**src/rtl/cordic_job_controller.sv**
```systemverilog
// Job-level sequencer for the CORDIC core: accepts one job, loads the core,
// issues single-step enables with the right shift index (hyperbolic repeats at
// 4 and 13), stops early on overflow and presents the final state on a
// valid/ready result port. One job in flight at a time.
module cordic_job_controller #(
   parameter int p_WIDTH     = 32,
   parameter int p_ITER_BITS = 5,
   parameter int p_MAX_ITER  = 30
) (
   input  logic                   clk,
   input  logic                   rstn,
   // job request
   input  logic                   i_job_valid,
   output logic                   o_job_ready,
   input  logic [p_WIDTH-1:0]     i_job_x,
   input  logic [p_WIDTH-1:0]     i_job_y,
   input  logic [p_WIDTH-1:0]     i_job_z,
   input  logic                   i_job_system,
   input  logic                   i_job_mode,
   input  logic [p_ITER_BITS-1:0] i_job_iter,
   // result
   output logic                   o_res_valid,
   input  logic                   i_res_ready,
   output logic [p_WIDTH-1:0]     o_res_x,
   output logic [p_WIDTH-1:0]     o_res_y,
   output logic [p_WIDTH-1:0]     o_res_z,
   output logic                   o_res_overflow,
   output logic [p_ITER_BITS-1:0] o_res_iter_done,
   output logic                   o_busy,
   // core control
   output logic                   o_core_load,
   output logic                   o_core_en,
   output logic [p_WIDTH-1:0]     o_core_x,
   output logic [p_WIDTH-1:0]     o_core_y,
   output logic [p_WIDTH-1:0]     o_core_z,
   output logic                   o_core_system,
   output logic                   o_core_mode,
   output logic [p_ITER_BITS-1:0] o_core_shift,
   input  logic [p_WIDTH-1:0]     i_core_x,
   input  logic [p_WIDTH-1:0]     i_core_y,
   input  logic [p_WIDTH-1:0]     i_core_z,
   input  logic                   i_core_overflow
);

   typedef enum logic [2:0] {S_IDLE, S_LOAD, S_ITER, S_WAIT, S_DONE} state_t;

   typedef struct packed {
      logic [p_WIDTH-1:0] x;
      logic [p_WIDTH-1:0] y;
      logic [p_WIDTH-1:0] z;
      logic               system;
      logic               mode;
   } job_t;

   localparam logic [p_ITER_BITS-1:0] MAX_N = p_ITER_BITS'(p_MAX_ITER);
   // hyperbolic CORDIC needs these indices repeated to converge
   localparam logic [p_ITER_BITS-1:0] REP_A = p_ITER_BITS'(4);
   localparam logic [p_ITER_BITS-1:0] REP_B = p_ITER_BITS'(13);

   state_t                 state, state_nx;
   job_t                   job_q;
   logic [p_ITER_BITS-1:0] n_q, steps_q, shift_q;
   logic                   rep_q;     // current hyperbolic repeat index already issued once
   logic [p_WIDTH-1:0]     res_x_q, res_y_q, res_z_q;
   logic                   res_ovf_q;
   logic [p_ITER_BITS-1:0] res_iter_q;
   logic                   finish;    // WAIT resolves to DONE this cycle
   logic                   repeat_now;

   assign finish     = i_core_overflow || (steps_q == n_q);
   assign repeat_now = !job_q.system && !rep_q && ((shift_q == REP_A) || (shift_q == REP_B));

   // next-state logic
   always_comb begin
      state_nx = state;
      case (state)
         S_IDLE: if (i_job_valid) state_nx = S_LOAD;
         S_LOAD: state_nx = (n_q == '0) ? S_WAIT : S_ITER;
         S_ITER: state_nx = S_WAIT;
         S_WAIT: state_nx = finish ? S_DONE : S_ITER;
         S_DONE: if (i_res_ready) state_nx = S_IDLE;
         default: state_nx = S_IDLE;
      endcase
   end

   // state register, job latch, step/shift counters and result capture
   always_ff @(posedge clk) begin
      if (!rstn) begin
         state      <= S_IDLE;
         job_q      <= '0;
         n_q        <= '0;
         steps_q    <= '0;
         shift_q    <= '0;
         rep_q      <= 1'b0;
         res_x_q    <= '0;
         res_y_q    <= '0;
         res_z_q    <= '0;
         res_ovf_q  <= 1'b0;
         res_iter_q <= '0;
      end else begin
         state <= state_nx;
         case (state)
            S_IDLE: if (i_job_valid) begin
               job_q   <= '{x: i_job_x, y: i_job_y, z: i_job_z,
                            system: i_job_system, mode: i_job_mode};
               n_q     <= (i_job_iter > MAX_N) ? MAX_N : i_job_iter;
               steps_q <= '0;
               shift_q <= i_job_system ? p_ITER_BITS'(0) : p_ITER_BITS'(1);
               rep_q   <= 1'b0;
            end
            S_ITER: steps_q <= steps_q + 1'b1;
            S_WAIT: begin
               if (finish) begin
                  // core state is valid now (cycle after the last load/en)
                  res_x_q    <= i_core_x;
                  res_y_q    <= i_core_y;
                  res_z_q    <= i_core_z;
                  res_ovf_q  <= i_core_overflow;
                  res_iter_q <= steps_q;
               end else if (repeat_now) begin
                  rep_q <= 1'b1;
               end else begin
                  shift_q <= shift_q + 1'b1;
                  rep_q   <= 1'b0;
               end
            end
            default: ;
         endcase
      end
   end

   assign o_job_ready     = (state == S_IDLE);
   assign o_busy          = (state != S_IDLE);
   assign o_core_load     = (state == S_LOAD);
   assign o_core_en       = (state == S_ITER);
   assign o_core_shift    = shift_q;
   assign o_core_x        = job_q.x;
   assign o_core_y        = job_q.y;
   assign o_core_z        = job_q.z;
   assign o_core_system   = job_q.system;
   assign o_core_mode     = job_q.mode;
   assign o_res_valid     = (state == S_DONE);
   assign o_res_x         = res_x_q;
   assign o_res_y         = res_y_q;
   assign o_res_z         = res_z_q;
   assign o_res_overflow  = res_ovf_q;
   assign o_res_iter_done = res_iter_q;

endmodule

```
**config.mk**
```make
export PLATFORM = sky130hd
export DESIGN_NAME = cordic_job_controller
export DESIGN_NICKNAME = d
export VERILOG_FILES = /design/src/rtl/cordic_job_controller.sv
export SDC_FILE = /design/constraint.sdc
export NUM_CORES = 1
export LEC_CHECK = 0
export ABC_AREA = 1
export CORE_AREA = 2 2 161 163
export CTS_CLUSTER_DIAMETER = 40
export DETAILED_ROUTE_END_ITERATION = 8
export DIE_AREA = 0 0 163 165
export PLACE_DENSITY = 0.77
export SYNTH_ARGS = -nofsm -noshare
export SYNTH_HDL_FRONTEND = slang
export SYNTH_SLANG_ARGS = --single-unit
```
**constraint.sdc**
```tcl
create_clock -name clk -period 3.8 [get_ports clk]
set_input_delay 0.95 -clock clk [delete_from_list [all_inputs] [get_ports clk]]
set_output_delay 0.95 -clock clk [all_outputs]
set_load 0.005 [all_outputs]
```
==> results.tsv <==
metric	value	unit
run status	finished clean	
Data required, critical path	2850	ps
Worst Hold Path EP	o_core_z[0]$_SDFFE_PN0P_	
crit path launch	state[2]$_SDFFE_PN0P_	
maximum number of pins on one net before global-route repair	101	
remaining design rule violation count	0	
setup repair after global routing missed its margin	false	
syn nets	1233	
placed wire-length estimate	18200	µm
aggregate global-route resource usage	18.2	%
final clock skew	18.9	ps
start of the worst register-to-register path	steps_q[0]$_SDFFE_PN0P_	
detailed-route wire length	25900	µm
area of placed instances	0.0122	mm²
gr ovfl total	0	
number of nets still failing antenna checks after routing	0	
post-CTS setup buffer count	0	
DR pass1 iterations	4	
worst vdd rail ir drop	0.340	mV
number of synthesis warnings	0	
min Tclk post-route	2950	ps
buffer levels on the longest clock path	3	
filler instances	2260	
power per unit of standard cell area	535	mW/mm²
Power Total	7.17	mW
slew margin rel.	40.6	%
area of all placed cells without fillers	0.0134	mm²
worst setup path class	register to primary output	
nature of the critical path startpoint	register	
number of design-rule violations left by the first detailed-router iteration	452	
Starting Density	31.8	%
ratio of final minimum period to clock period	77.6	%
via density per instance	4.62	
RePlAce Congestion	0.792	
final hold violations	0	
Max-cap violations	0	
core area	0.0250	mm²
number of nets in the finished design	1624	
sum of negative setup slack	0	ps
initial antenna violation count	2	
origin of the worst min-delay path	o_core_z[0]$_SDFFE_PN0P_	
post-synthesis register bit count	219	
mean post-synth cell area	7.78	µm²
post-synthesis cell area	0.00797	mm²
number of cells traversed by the worst register-to-register path	10	
H-tree level count	2	
cells resized by post-CTS repair	0	
Worst Tran Pin Value	890	ps
num rows	58	
cell count after synthesis	1025	
PnR worst setup slack	853	ps
number of global-route vias before repair	7845	
Clock Latency Late Sink	500	ps
leading post-synthesis cells by cell area	sky130_fd_sc_hd__dfxtp_1, sky130_fd_sc_hd__nand2_1, sky130_fd_sc_hd__nor2_1	
number of buffers inserted by port buffering	413	
cell type contributing the most total cell area after synthesis	sky130_fd_sc_hd__dfxtp_1	
die boundary height	165	µm
number of sinks handled by clock tree synthesis	219	
fraction of post-synthesis cell area in the top cell type by area	55.0	%
number of buffers inserted for hold repair after clock tree synthesis	0	
average wire per standard cell	14.6	µm
floorplan die width	163	µm
total vias in the final route	8195	
post-synth cell types	25	
wire length of the first global-routing pass	39500	µm
number of buffers created by CTS	35	
worst reg-to-reg setup slack	1650	ps
FF-to-FF End	o_res_x[23]$_SDFFE_PN0N_	
worst path arrival time	2000	ps
clock tree from TritonCTS	yes	
Max Fanout on Critical Path	8	
Antenna Cells	0	
Min-Delay Path Class	register to register	
final slew viol count	0	
CP endpoint kind	primary output	
Setup Viol. Count Final	0	
layout cells sized above 1	5.89	%
leakage power of the design	4.94	nW
setup slack after placement	1000	ps
sequential-to-total area share from yosys stat	55.0	%
clock transition at the registers of the reported paths	50	ps
cell at the root of the clock tree	sky130_fd_sc_hd__clkbuf_16	
I/O pin count	414	
worst hold path cell count	2	
area overhead of the layout relative to synthesis	68.1	%
overall die area	0.0269	mm²
maximum clock frequency	339	MHz
[flip-flops by register name, summed over array words and instances (netlist names)]
signal and cells:
n_q 5, o_core_mode 1, o_core_shift 5, o_core_system 1
o_core_x 32, o_core_y 32, o_core_z 32, o_res_iter_done 5
o_res_overflow 1, o_res_x 32, o_res_y 32, o_res_z 32
rep_q 1, state 3, steps_q 5
[cell usage after synthesis]
cell / number
sky130_fd_sc_hd__a21o_1: 2
sky130_fd_sc_hd__a21oi_1: 118
sky130_fd_sc_hd__a31oi_1: 1
sky130_fd_sc_hd__buf_2: 10
sky130_fd_sc_hd__buf_4: 2
sky130_fd_sc_hd__buf_6: 19
sky130_fd_sc_hd__clkbuf_1: 37
sky130_fd_sc_hd__clkbuf_2: 1
sky130_fd_sc_hd__dfxtp_1: 219
sky130_fd_sc_hd__ha_1: 4
sky130_fd_sc_hd__inv_1: 18
sky130_fd_sc_hd__inv_2: 7
sky130_fd_sc_hd__nand2_1: 235
sky130_fd_sc_hd__nand2_2: 2
sky130_fd_sc_hd__nand3_1: 11
sky130_fd_sc_hd__nand4_1: 3
sky130_fd_sc_hd__nor2_1: 213
sky130_fd_sc_hd__nor2_2: 3
sky130_fd_sc_hd__nor3_1: 5
sky130_fd_sc_hd__nor3_4: 1
sky130_fd_sc_hd__nor4_1: 1
sky130_fd_sc_hd__o21ai_0: 96
sky130_fd_sc_hd__o21ai_1: 14
sky130_fd_sc_hd__xnor2_1: 2
sky130_fd_sc_hd__xor2_1: 1
[critical path, cell delays in order, from the launching register on]
cell and delay (ps):
sky130_fd_sc_hd__dfxtp_1 360, sky130_fd_sc_hd__nor2_1 190, sky130_fd_sc_hd__inv_2 70, sky130_fd_sc_hd__nor2_2 270, sky130_fd_sc_hd__clkdlybuf4s50_1 610
[stage by stage]
step	hold WS [ps]	cells	util (%)
after detailed placement	455	1709	48.8
after CTS	463	1772	53.5
after global routing	474	1772	53.5
after global placement	450	1709	48.8
final	462	1772	53.5
after floorplan	438	1025	-
[layout make-up]
| type | instances | area [µm²] | share of cell area [%] |
|---|---|---|---|
| flip-flops and latches | 219 | 4380 | 32.7 |
| repair buffers | 423 | 4230 | 31.6 |
| multi-input cells | 712 | 3080 | 23.0 |
| clock buffers | 43 | 967 | 7.22 |
| well taps | 330 | 413 | 3.08 |
| clock inverters | 20 | 228 | 1.70 |
| inverters | 25 | 96.3 | 0.719 |
[routing by layer]
layer / vias up / wire (µm) / share of wire [%] / track usage, %
met5: - / 13 / 0.050 / 0
met4: 2 / 535 / 2.1 / 5.67
li1: 4075 / - / - / -
met2: 336 / 12800 / 50 / 32.6
met3: 49 / 2660 / 10 / 7.51
met1: 3733 / 9810 / 38 / 19.5
[cell usage in the layout (no fill, tap or decap), types with 5 or more instances in the layout]
cell / n
sky130_fd_sc_hd__nand2_1: 235
sky130_fd_sc_hd__clkinv_2: 8
sky130_fd_sc_hd__nor3_1: 5
sky130_fd_sc_hd__a21oi_1: 118
sky130_fd_sc_hd__inv_1: 17
sky130_fd_sc_hd__o21ai_0: 96
sky130_fd_sc_hd__nor2_1: 213
sky130_fd_sc_hd__clkdlybuf4s50_1: 412
sky130_fd_sc_hd__clkbuf_16: 36
sky130_fd_sc_hd__nand3_1: 11
sky130_fd_sc_hd__dfxtp_1: 219
sky130_fd_sc_hd__inv_2: 6
sky130_fd_sc_hd__buf_4: 8
sky130_fd_sc_hd__o21ai_1: 14
[kinds of logic after synthesis]
group           after synthesis  synth area share, %
compound gates              231                 14.6
xor+xnor                      3                0.330
fa+ha+maj                     4                0.628
buf+inv                      94                 6.48
flops                       219                 55.0
simple gates                474                 23.0
[how the worst max path moves through the flow]
stage	to	slack, ps
2_1_floorplan	n_q[0]$_SDFFE_PN0P_	1890
3_3_place_gp	o_res_x[16]$_SDFFE_PN0N_	1060
3_5_place_dp	o_res_y[10]$_SDFFE_PN0N_	1000
4_1_cts	o_core_en	820
5_1_grt	o_core_en	700
6_report	o_core_en	850
[power by group]
group          internal [mW]  switching, mW  leakage (nW)
clock network           2.04           1.15         0.591
logic                  0.726          0.610          2.56
registers               2.52          0.124          1.78
Power figures use the tool's default switching activity.
